File: src/rtl/alu_seq.sv
// Multi-cycle unsigned ALU: add, subtract (magnitude + sign), shift-add multiply and
// restoring divide, with a start/busy/done handshake and registered results.
module alu_seq #(
    parameter int unsigned WIDTH = 3
) (
    input  logic               clk,
    input  logic               rst,
    input  logic [WIDTH-1:0]   portA,
    input  logic [WIDTH-1:0]   portB,
    input  logic [1:0]         opcode,
    input  logic               start,
    output logic               busy,
    output logic               done,
    output logic [2*WIDTH-1:0] result,
    output logic               signo,
    output logic               div0
);

    localparam int unsigned RW   = 2 * WIDTH;
    localparam int unsigned CntW = $clog2(WIDTH + 1);
    localparam logic [CntW-1:0] CntLast = CntW'(WIDTH);

    typedef enum logic [2:0] {
        StIdle,
        StAddSub,
        StMul,
        StDiv,
        StFin
    } state_e;

    state_e           state_q, state_d;
    logic [WIDTH-1:0] a_q, a_d;
    logic [WIDTH-1:0] b_q, b_d;
    logic             sub_q, sub_d;
    logic [RW-1:0]    acc_q, acc_d;
    logic [RW-1:0]    mcand_q, mcand_d;
    logic [WIDTH-1:0] mplr_q, mplr_d;
    logic [CntW-1:0]  cnt_q, cnt_d;
    logic             neg_q, neg_d;
    logic             dz_q, dz_d;
    logic             busy_q, busy_d;
    logic             done_q, done_d;
    logic [RW-1:0]    result_q, result_d;
    logic             signo_q, signo_d;
    logic             div0_q, div0_d;

    // Datapath helpers
    logic [WIDTH:0]   sum;
    logic             a_ge_b;
    logic [WIDTH-1:0] diff;
    logic [WIDTH:0]   part;
    logic             fits;
    logic [WIDTH-1:0] trial;

    always_comb begin
        sum    = {1'b0, a_q} + {1'b0, b_q};
        a_ge_b = (a_q >= b_q);
        diff   = a_ge_b ? (a_q - b_q) : (b_q - a_q);
        // Divide works on {remainder, quotient} packed in acc; part is the shifted remainder.
        part   = acc_q[RW-1:WIDTH-1];
        fits   = (part >= {1'b0, b_q});
        trial  = part[WIDTH-1:0] - b_q;
    end

    always_comb begin
        state_d  = state_q;
        a_d      = a_q;
        b_d      = b_q;
        sub_d    = sub_q;
        acc_d    = acc_q;
        mcand_d  = mcand_q;
        mplr_d   = mplr_q;
        cnt_d    = cnt_q;
        neg_d    = neg_q;
        dz_d     = dz_q;
        busy_d   = busy_q;
        done_d   = 1'b0;
        result_d = result_q;
        signo_d  = signo_q;
        div0_d   = div0_q;

        unique case (state_q)
            StIdle: begin
                if (start) begin
                    a_d     = portA;
                    b_d     = portB;
                    sub_d   = opcode[0];
                    busy_d  = 1'b1;
                    cnt_d   = '0;
                    neg_d   = 1'b0;
                    dz_d    = 1'b0;
                    mcand_d = {{WIDTH{1'b0}}, portA};
                    mplr_d  = portB;
                    unique case (opcode)
                        2'b10: begin
                            acc_d   = '0;
                            state_d = StMul;
                        end
                        2'b11: begin
                            acc_d   = {{WIDTH{1'b0}}, portA};
                            state_d = StDiv;
                        end
                        default: begin
                            acc_d   = '0;
                            state_d = StAddSub;
                        end
                    endcase
                end
            end

            StAddSub: begin
                if (sub_q) begin
                    acc_d = {{WIDTH{1'b0}}, diff};
                    neg_d = ~a_ge_b;
                end else begin
                    acc_d = {{(WIDTH-1){1'b0}}, sum};
                    neg_d = 1'b0;
                end
                state_d = StFin;
            end

            StMul: begin
                // Iterations at cnt 0..WIDTH-1; the cnt==WIDTH cycle hands over to FIN.
                if (cnt_q == CntLast) begin
                    state_d = StFin;
                end else begin
                    if (mplr_q[0]) begin
                        acc_d = acc_q + mcand_q;
                    end
                    mcand_d = mcand_q << 1;
                    mplr_d  = mplr_q >> 1;
                    cnt_d   = cnt_q + 1'b1;
                end
            end

            StDiv: begin
                if (b_q == '0) begin
                    acc_d   = {a_q, {WIDTH{1'b1}}};
                    dz_d    = 1'b1;
                    state_d = StFin;
                end else if (cnt_q == CntLast) begin
                    state_d = StFin;
                end else begin
                    if (fits) begin
                        acc_d = {trial, acc_q[WIDTH-2:0], 1'b1};
                    end else begin
                        acc_d = {acc_q[RW-2:0], 1'b0};
                    end
                    cnt_d = cnt_q + 1'b1;
                end
            end

            StFin: begin
                result_d = acc_q;
                signo_d  = neg_q;
                div0_d   = dz_q;
                done_d   = 1'b1;
                busy_d   = 1'b0;
                state_d  = StIdle;
            end

            default: begin
                state_d = StIdle;
                busy_d  = 1'b0;
            end
        endcase
    end

    always_ff @(posedge clk) begin
        if (!rst) begin
            state_q  <= StIdle;
            a_q      <= '0;
            b_q      <= '0;
            sub_q    <= 1'b0;
            acc_q    <= '0;
            mcand_q  <= '0;
            mplr_q   <= '0;
            cnt_q    <= '0;
            neg_q    <= 1'b0;
            dz_q     <= 1'b0;
            busy_q   <= 1'b0;
            done_q   <= 1'b0;
            result_q <= '0;
            signo_q  <= 1'b0;
            div0_q   <= 1'b0;
        end else begin
            state_q  <= state_d;
            a_q      <= a_d;
            b_q      <= b_d;
            sub_q    <= sub_d;
            acc_q    <= acc_d;
            mcand_q  <= mcand_d;
            mplr_q   <= mplr_d;
            cnt_q    <= cnt_d;
            neg_q    <= neg_d;
            dz_q     <= dz_d;
            busy_q   <= busy_d;
            done_q   <= done_d;
            result_q <= result_d;
            signo_q  <= signo_d;
            div0_q   <= div0_d;
        end
    end

    assign busy   = busy_q;
    assign done   = done_q;
    assign result = result_q;
    assign signo  = signo_q;
    assign div0   = div0_q;

    a_done_not_busy: assert property (@(posedge clk) disable iff (!rst) done |-> !busy);
    a_done_single:   assert property (@(posedge clk) disable iff (!rst) done |=> !done);

endmodule

File: config.mk
export PLATFORM = sky130hd
export DESIGN_NAME = alu_seq
export DESIGN_NICKNAME = d
export VERILOG_FILES = /design/src/rtl/alu_seq.sv
export SDC_FILE = /design/constraint.sdc
export NUM_CORES = 1
export LEC_CHECK = 0
export CORE_MARGIN = 5
export CORE_UTILIZATION = 52
export CTS_CLUSTER_DIAMETER = 100
export CTS_CLUSTER_SIZE = 30
export DETAILED_ROUTE_END_ITERATION = 10
export HOLD_SLACK_MARGIN = 0.12
export PLACE_DENSITY = 0.85
export SYNTH_ARGS = -nofsm -noshare
export SYNTH_HDL_FRONTEND = slang
export SYNTH_SLANG_ARGS = --single-unit
File: constraint.sdc
create_clock -name clk -period 2.1 [get_ports clk]
set_input_delay 0.42 -clock clk [delete_from_list [all_inputs] [get_ports clk]]
set_output_delay 0.42 -clock clk [all_outputs]
set_load 0.02 [all_outputs]
Word-level counts from Yosys, hierarchy flattened
Cells that the tools add are included.
- register bits after elaboration: 39
- input port bits: 11
- output and inout bits: 10
- word-level logic and storage cells: 86
- add/sub/neg operators: 6
- $lt $le $gt $ge: 2
- eq/ne operators: 13
- mux-type cells: 33
- bitwise logic cells: 2
- reductions and logical operators: 15
- operators by type and width (operator ; count):
    6-bit two-way mux ; 8
    6-bit case mux with 4 select lines ; 1
    3-bit two-way mux ; 7
    3-bit case mux with 4 select lines ; 1
    6-bit case mux with 2 select lines ; 1
    2-bit != test (second input constant) ; 5
    3-bit AND reduction ; 3
    3-bit subtractor ; 3
    6-bit adder ; 1
    2-bit == test (second input constant) ; 3
    3-bit by 2-bit == test with 1-bit output (second input constant) ; 2
    3-bit logical NOT ; 2
    2-bit two-way mux ; 3
    1-bit case mux with 2 select lines ; 3
    2-bit case mux with 3 select lines ; 1
    3-bit case mux with 2 select lines ; 1
    2-bit AND reduction ; 3
    2-bit nonzero test ; 3
    1-bit two-way mux ; 5
    5-bit AND reduction ; 1
    3-bit by 3-bit adder with 4-bit output ; 1
    4-bit by 3-bit greater-or-equal comparator with 1-bit output ; 1
    4-bit two-way mux ; 1
    2-bit case mux with 2 select lines ; 1
    other kinds (9) ; 10

Longest topological paths before layout
Gate-level depths: netlist of the first run.
- depth after elaboration: 5
- gate-level depth with buffers: 9
- gate-level depth less buffers: 9

Least setup slack after synthesis of the first run
No wires, ideal clock.
- path kind: register -> register
- from: reg b_q[1]
- to: reg acc_q[5]
- library setup time: 0.117 ns
- arrival time: 2.137 ns
- required time: 1.983 ns
- setup slack: -0.154 ns
- stages on the path, launching flop included: 8
- path buffers: 0
- period minus slack after synthesis: 2.254 ns
- cell sequence: dfxtp_1 inv_1 fa_1 a211o_1 or3_1 a22oi_1 nand3_1 a32o_1
- cells in the longest elaborated chain, start to end: 5
- elaborated cells on any way between the ends: 9
- classes of those cells: add/sub (1); order compare (1); eq/ne (1); mux (4); reduce/logical (2)
- ends and longest elaborated chain (element ; RTL line ; source):
    start, declared ; 33 ; logic [WIDTH-1:0] b_q, b_d;
    start signal, assigned ; 173 ; b_q <= '0;
    start signal, assigned ; 189 ; b_q <= b_d;
    4-bit by 3-bit greater-or-equal comparator with 1-bit output / 3-bit subtractor (equally long branches) ; 61, 62 ;
    6-bit two-way mux ; 144 ; if (fits) begin
    6-bit two-way mux ; 141 ; end else if (cnt_q == CntLast) begin
    6-bit two-way mux ; 137 ; if (b_q == '0) begin
    6-bit case mux with 4 select lines ; 82 ; unique case (state_q)
    end signal, assigned ; 175 ; acc_q <= '0;
    end signal, assigned ; 191 ; acc_q <= acc_d;
    end, declared ; 35 ; logic [RW-1:0] acc_q, acc_d;
Several ways; a longest one is shown, not always the timed one. The select of a mux whose other input is x is not followed.
A chain may end at the register's enable or synchronous reset.

Worst setup path after layout of the first run
- from: reg acc_q[2]
- to: reg acc_q[5]
- cells in the longest elaborated chain, start to end: 5
- elaborated cells on any way between the ends: 9
- classes of those cells: add/sub (2); order compare (1); mux (6)
- ends and longest elaborated chain (element ; RTL line):
    4-bit by 3-bit greater-or-equal comparator with 1-bit output / 3-bit subtractor (equally long branches) ; 61, 62
    6-bit two-way mux ; 144
    6-bit two-way mux ; 141
    6-bit two-way mux ; 137
    6-bit case mux with 4 select lines (*) ; 82
Every way passes the cells marked *; elsewhere a longest branch is shown, timed or not. The select of a mux whose other input is x is not followed.

==> results of run 1 <==
## power by group
group          switching [mW]  internal [mW]  leakage, nW
Combinational           0.406          0.305        0.786
Clock                   0.275          0.475       0.0654
Sequential             0.0688          0.799        0.319
Total                   0.750           1.58         1.17
## cell usage after synthesis, types with 3 or more instances
cell / count / area share (%)
sky130_fd_sc_hd__clkbuf_1: 4 / 0.62
sky130_fd_sc_hd__inv_1: 17 / 2.6
sky130_fd_sc_hd__o21ai_0: 11 / 2.3
sky130_fd_sc_hd__a211o_1: 5 / 1.8
sky130_fd_sc_hd__ha_1: 17 / 8.8
sky130_fd_sc_hd__nand3_1: 8 / 1.7
sky130_fd_sc_hd__a311oi_1: 5 / 1.8
sky130_fd_sc_hd__dfxtp_1: 39 / 32
sky130_fd_sc_hd__nor3_1: 7 / 1.4
sky130_fd_sc_hd__a21oi_1: 21 / 4.4
sky130_fd_sc_hd__nand2b_1: 3 / 0.78
sky130_fd_sc_hd__or3_1: 3 / 0.78
sky130_fd_sc_hd__nor2_1: 21 / 3.3
sky130_fd_sc_hd__nor2b_1: 3 / 0.78
sky130_fd_sc_hd__fa_1: 5 / 4.1
sky130_fd_sc_hd__buf_2: 5 / 1.0
sky130_fd_sc_hd__a21boi_0: 9 / 2.8
sky130_fd_sc_hd__nand2_1: 51 / 7.9
## path summary, 6_finish.rpt
kind              slack (ns)  cells past startpoint                  start                     to
setup / recovery       -0.01                      9  acc_q[2]$_SDFFE_PN0P_  acc_q[5]$_SDFFE_PN0P_
hold / removal          0.45                      2     signo$_SDFFE_PN0P_     signo$_SDFFE_PN0P_
setup reg to reg       -0.01                      9  acc_q[2]$_SDFFE_PN0P_  acc_q[5]$_SDFFE_PN0P_
hold reg to reg         0.45                      2     signo$_SDFFE_PN0P_     signo$_SDFFE_PN0P_
## kinds of logic after synthesis
family | synth area share [%]
compound gates | 25.0
fa+ha+maj | 12.9
simple gates | 22.1
xor+xnor | 1.45
flops | 32.3
buf+inv | 5.39
mux | 0.880
## per-stage QoR
stage / total power [mW] / util [%] / hold WS (ns) / cells
after global placement: 1.52 / 62.6 / 0.441 / 374
after detailed placement: 1.54 / 62.6 / 0.446 / 374
after CTS: 2.29 / 65.7 / 0.456 / 382
after floorplan: 1.33 / - / 0.432 / 292
final: 2.33 / 66.5 / 0.453 / 383
after global routing: 2.44 / 66.5 / 0.475 / 383
## metal layers
metal	global-route usage, %	up-vias
li1	-	1114
met1	28.5	1097
met2	35.6	136
met3	5.72	23
met4	7.34	0
met5	0	-
## cell type report
cell class | count | area [µm²]
multi-input cells | 224 | 1540
repair buffers | 43 | 373
fillers | 342 | 1490
clock inverters | 2 | 60.1
clock buffers | 6 | 72.6
flip-flops and latches | 39 | 785
well taps | 52 | 65.1
inverters | 17 | 63.8
## flip-flops by register name (all words and copies together) (netlist names), 2 cells and up
| signal | count |
|---|---|
| mcand_q | 6 |
| cnt_q | 2 |
| mplr_q | 3 |
| result | 6 |
| state_q | 3 |
| acc_q | 6 |
| a_q | 3 |
| b_q | 3 |
## worst register-to-register path, stage by stage (launching register included)
cell,delay [ns]
sky130_fd_sc_hd__dfxtp_2,0.32
sky130_fd_sc_hd__inv_2,0.07
sky130_fd_sc_hd__ha_4,0.13
sky130_fd_sc_hd__inv_2,0.04
sky130_fd_sc_hd__fa_2,0.34
sky130_fd_sc_hd__a211o_1,0.30
sky130_fd_sc_hd__or3_1,0.33
sky130_fd_sc_hd__a22oi_1,0.18
sky130_fd_sc_hd__nand3_1,0.10
sky130_fd_sc_hd__a32o_1,0.21
## timing repair
item	CTS	global route
pin swaps	2	2
setup buffers	0	1
setup endpoints to repair	3	4
gates resized for setup	3	6
==> impl_results.md, run 1 <==
- Clock tree buffer depth: 2
- Layout-stage area growth over the synthesis result: 22.3%
- Final ANT Viol Nets: 0
- RSZ-0062 raised after global routing: true
- Setup violators final: 1
- Areal power density over the cells: 789 nW/µm²
- Routed wire length on met3: 607 µm
- Count of flip-flops with a built-in enable after synthesis: 0
- Max-slew headroom at the worst pin: 55.7%
- HP Class: flip-flop to flip-flop
- Width of the chip: 78.2 µm
- Share of synthesized flip-flops with an asynchronous set or reset: 0%
- DRC marker count from the first detailed-route iteration: 322
- Clock input transition at the sequential cells of the worst setup and hold paths: 0.08 ns
- Total clock sinks: 39
- Critical path class: flip-flop to flip-flop
- Crit path max-delay cell type: sky130_fd_sc_hd__fa_2
- WL/cell: 17.2 µm
- Synthesized cell area: 2420 µm²
- Net count reported at finish: 363
- Share of final-layout standard cells stronger than drive strength 1: 17.2%
- Synthesized netlist cell count: 292
- DRC violation count after routing: 0
- Library cell used as clock root buffer: sky130_fd_sc_hd__clkbuf_8
- Most frequent standard cell in the layout excluding fill and tap cells: sky130_fd_sc_hd__nand2_1
- Outcome: complete, but fails checks
- Setup crit end kind: flip-flop
- Cell repeated most along the worst path: sky130_fd_sc_hd__inv_2
- Weighted congestion reported at the end of routability-driven placement: 0.991
- Highest metal layer used by the detailed router: met4
- Mean post-synth cell area: 8.27 µm²
- Worst-skew pair later-pin latency: 0.30 ns
- Fin area: 2950 µm²
- Biggest fanout along the worst timing path: 3
- Via total after detailed routing: 2370
- Metal-1 WL: 2780 µm
- Post-detailed-placement half-perimeter wirelength: 4790 µm
- Setup TNS: -0.0103 ns
- Critical path launch point type: flip-flop
- Leftover overflow at the end of global routing: 0
- Sequential fraction of the synthesis area: 32.3%
- Post-Place Worst Slack: -0.0533 ns
- Synthesis warning total: 0
- Worst path arrival time: 2.31 ns
- Number of placement rows: 24
- Antenna violations before repair: 0
- Final max-slew violation count: 0
- Pin slew with the least headroom to its limit: 0.664 ns
- Total detailed-routing wirelength: 6570 µm
- Worst voltage drop across the vdd grid: 0.627 mV
- Min cycle time layout: 2.11 ns
- Die Outline Area: 6110 µm²
- Maximum frequency from static timing analysis: 474 MHz
- Period Utilization, post-route: 100%
- Met2 wirelength from detailed routing: 2990 µm
- Drt via density: 6.19
- Starting density of the core: 54.4%
- DR pass1 iterations: 5
- Ports placed on the boundary: 21
- Max Cap Viol: 0
- Ordered list of cells on the worst path: inv_2 -> ha_4 -> inv_2 -> fa_2 -> a211o_1 -> or3_1 -> a22oi_1 -> nand3_1 -> a32o_1
- GRT Total Usage: 22.0%
- Vias in the first global route: 2210
- Height of the die: 78.2 µm
- Leading cell types in the layout, fill and taps excluded: 51 x sky130_fd_sc_hd__nand2_1, 36 x sky130_fd_sc_hd__dfxtp_1, 23 x sky130_fd_sc_hd__buf_4
- Violated checks: setup timing
- H-tree depth reported by CTS: 2
- Final hold viol count: 0
- Post-synthesis net count: 325
- Gate family responsible for the most delay along the worst path: compound AO/OA/AOI/OAI gates
- Largest net degree at the start of global routing: 21
- Number of distinct library cell variants in the gate-level netlist after synthesis: 60
- Largest stage delay on the critical path: 0.34 ns
- Count of buffering cells on the critical path with inverters included: 2
- Wire length of the first global-routing pass: 10600 µm
- Number of buffers inserted by port buffering: 20
- Clock tree from TritonCTS: yes
- Smallest setup slack after layout: -0.0103 ns
- Required time worst endpoint: 2.29 ns
- Core area: 4440 µm²
- Leading register cell type out of synthesis: sky130_fd_sc_hd__dfxtp_1
- Leakage power total: 1.17 nW
- Clock skew after layout: 0.00917 ns
- N_diodes: 0
- Quantity of hold-fixing buffers added after cts: 0
- Synth Register Bits: 39
- Total clock buffers created by CTS: 5
- Total cell area at the placement stage: 2780 µm²
Note: power is estimated with default switching activity, not from simulation.
==> run 2, diff against run 1 <==
CAP_MARGIN = 25   (was unset)
CORE_UTILIZATION = 58   (was 52)
PLACE_DENSITY = 0.89   (was 0.85)
clock period = 2 ns   (was 2.1 ns; I/O delays follow)
==> run 2 against run 1 <==
Net effect: die area down 9.1%; global-route usage up 5.0 points; sequential share of layout area down 0.81 points; non-clock buffer count up 7; first-iteration DRC count up 16%; hold slack better by 0.013 ns; flip-flop and latch count unchanged; sequential power up 3.3%; worst setup slack worse by 0.13 ns; maximum frequency down 1.2%; the run still ends with setup timing left; clock power about the same; highest routed layer unchanged.
==> impl_results.md, run 2 (synthesis gave the netlist of run 1 again) <==
- Width of the chip: 74.5 µm (-4.6%)
- Setup TNS: -0.244 ns (-0.234 ns)
- Min cycle time layout: 2.14 ns (+0.0254 ns)
- DRC marker count from the first detailed-route iteration: 374 (+16%)
- Areal power density over the cells: 814 nW/µm² (+3.2%)
- Leftover overflow at the end of global routing: 0 (unchanged)
- Leading cell types in the layout, fill and taps excluded: 51 x sky130_fd_sc_hd__nand2_1, 34 x sky130_fd_sc_hd__dfxtp_1, 27 x sky130_fd_sc_hd__buf_4
- Core area: 4030 µm² (-9.3%)
- Clock input transition at the sequential cells of the worst setup and hold paths: 0.08 ns (about the same)
- Maximum frequency from static timing analysis: 468 MHz (-1.2%)
- Ports placed on the boundary: 21 (unchanged)
- DR pass1 iterations: 4 (-1)
- GRT Total Usage: 27.0% (+5.0 points)
- Vias in the first global route: 2352 (+6.4%)
- Largest net degree at the start of global routing: 21 (unchanged)
- Pin slew with the least headroom to its limit: 0.649 ns (-0.0148 ns)
- Height of the die: 74.5 µm (-4.6%)
- Drt via density: 6.27 (+1.3%)
- Biggest fanout along the worst timing path: 3 (unchanged)
- Quantity of hold-fixing buffers added after cts: 0 (unchanged)
- Library cell used as clock root buffer: sky130_fd_sc_hd__clkbuf_8
- Final hold viol count: 0 (unchanged)
- RSZ-0062 raised after global routing: true
- Most frequent standard cell in the layout excluding fill and tap cells: sky130_fd_sc_hd__nand2_1
- Total detailed-routing wirelength: 7070 µm (+7.6%)
- DRC violation count after routing: 0 (unchanged)
- Max Cap Viol: 0 (unchanged)
- Share of final-layout standard cells stronger than drive strength 1: 21.6% (+4.4 points)
- Post-detailed-placement half-perimeter wirelength: 5120 µm (+7.0%)
- Clock skew after layout: 0.00710 ns (-0.00207 ns)
- Worst voltage drop across the vdd grid: 0.533 mV (-15%)
- Wire length of the first global-routing pass: 11400 µm (+7.4%)
- Leakage power total: 1.21 nW (+3.4%)
- Fraction of the core area covered by cells at the end of the flow: 76.4% (+9.9 points)
- Total clock sinks: 39 (unchanged)
- Net count reported at finish: 370 (+1.9%)
- Required time worst endpoint: 2.19 ns (-0.10 ns)
- Total clock buffers created by CTS: 5 (unchanged)
- Clock tree buffer depth: 2 (unchanged)
- Final ANT Viol Nets: 0 (unchanged)
- Critical path launch point type: flip-flop
- Weighted congestion reported at the end of routability-driven placement: 0.942 (-4.9%)
- Violated checks: setup timing
- Max-slew headroom at the worst pin: 56.7% (+0.99 points)
- Period Utilization, post-route: 107% (+6.3 points)
- Worst path arrival time: 2.32 ns (about the same)
- HP Class: flip-flop to flip-flop
- N_diodes: 0 (unchanged)
- Die Outline Area: 5560 µm² (-9.1%)
- Number of placement rows: 23 (-4.2%)
- WL/cell: 18.2 µm (+6.3%)
- Layout-stage area growth over the synthesis result: 27.3%
- Setup crit end kind: flip-flop
- Starting density of the core: 60.0% (+5.6 points)
- Clock tree from TritonCTS: yes
- # fillers: 277 (-19%)
- Outcome: complete, but fails checks
- H-tree depth reported by CTS: 2 (unchanged)
- Critical path class: flip-flop to flip-flop
- Number of buffers inserted by port buffering: 20 (unchanged)
- Antenna violations before repair: 0 (unchanged)
- Via total after detailed routing: 2432 (+2.6%)
- Setup violators final: 2 (+1)
- Final max-slew violation count: 0 (unchanged)
- Worst-skew pair later-pin latency: 0.30 ns (about the same)
- Smallest setup slack after layout: -0.136 ns (-0.125 ns)
run 2: repair_timing:
action	4_1_cts	5_1_grt
setup endpoints to repair	3	6
resized for setup	3	19
pin swaps	0	7
buffers inserted	0	1
run 2: through the flow:
| stage | hold slack (ns) | power, mW | cells | worst slack, ns | area [µm²] |
|---|---|---|---|---|---|
| final | 0.466 | 2.50 | 388 | -0.136 | 3080 |
| after global routing | 0.490 | 2.63 | 388 | -0.215 | 3080 |
| after CTS | 0.458 | 2.42 | 387 | -0.131 | 3000 |
| after detailed placement | 0.447 | 1.68 | 379 | -0.139 | 2870 |
| after global placement | 0.444 | 1.66 | 379 | -0.00957 | 2870 |
| after floorplan | 0.432 | 1.40 | 292 | -0.0241 | 2430 |
run 2: final timing paths:
check	start	endpoint	slack, ns	depth (start not counted)
setup / recovery	acc_q[2]$_SDFFE_PN0P_	acc_q[5]$_SDFFE_PN0P_	-0.14	9
hold / removal	signo$_SDFFE_PN0P_	signo$_SDFFE_PN0P_	0.47	2
setup reg to reg	acc_q[2]$_SDFFE_PN0P_	acc_q[5]$_SDFFE_PN0P_	-0.14	9
hold reg to reg	signo$_SDFFE_PN0P_	signo$_SDFFE_PN0P_	0.47	2
run 2: critical path, cell delays in order, from the launching register on:
cell and delay, ns:
sky130_fd_sc_hd__dfxtp_2 0.33, sky130_fd_sc_hd__inv_2 0.07, sky130_fd_sc_hd__ha_4 0.12, sky130_fd_sc_hd__inv_2 0.03, sky130_fd_sc_hd__fa_2 0.35, sky130_fd_sc_hd__a211o_1 0.30, sky130_fd_sc_hd__or3_1 0.34, sky130_fd_sc_hd__a22oi_2 0.18
sky130_fd_sc_hd__nand3_1 0.10, sky130_fd_sc_hd__a32o_1 0.22
run 2: power breakdown:
| group | total, mW | switching (mW) | internal (mW) |
|---|---|---|---|
| Sequential | 0.897 | 0.0573 | 0.839 |
| Combinational | 0.857 | 0.477 | 0.380 |
| Clock | 0.750 | 0.301 | 0.449 |
run 2: per-layer routing:
layer / GRT usage, % / part of all wire [%]
met1: 34.9 / 40
met2: 44.2 / 48
met3: 6.08 / 8.3
met4: 9.68 / 4.4
met5: 0 / 0
run 2: layout make-up:
type	count	area (µm²)	area share (%)
clock buffers	7	97.6	3.17
multi-input cells	224	1580	51.2
flip-flops and latches	39	792	25.7
well taps	50	62.6	2.03
clock inverters	1	30.0	0.976
inverters	17	63.8	2.07
repair buffers	50	454	14.8
==> run 3, diff against run 2 <==
SLEW_MARGIN = 10   (was unset)
==> results of run 3 <==
Final layout, timing and power as in run 2 (identical DEF).
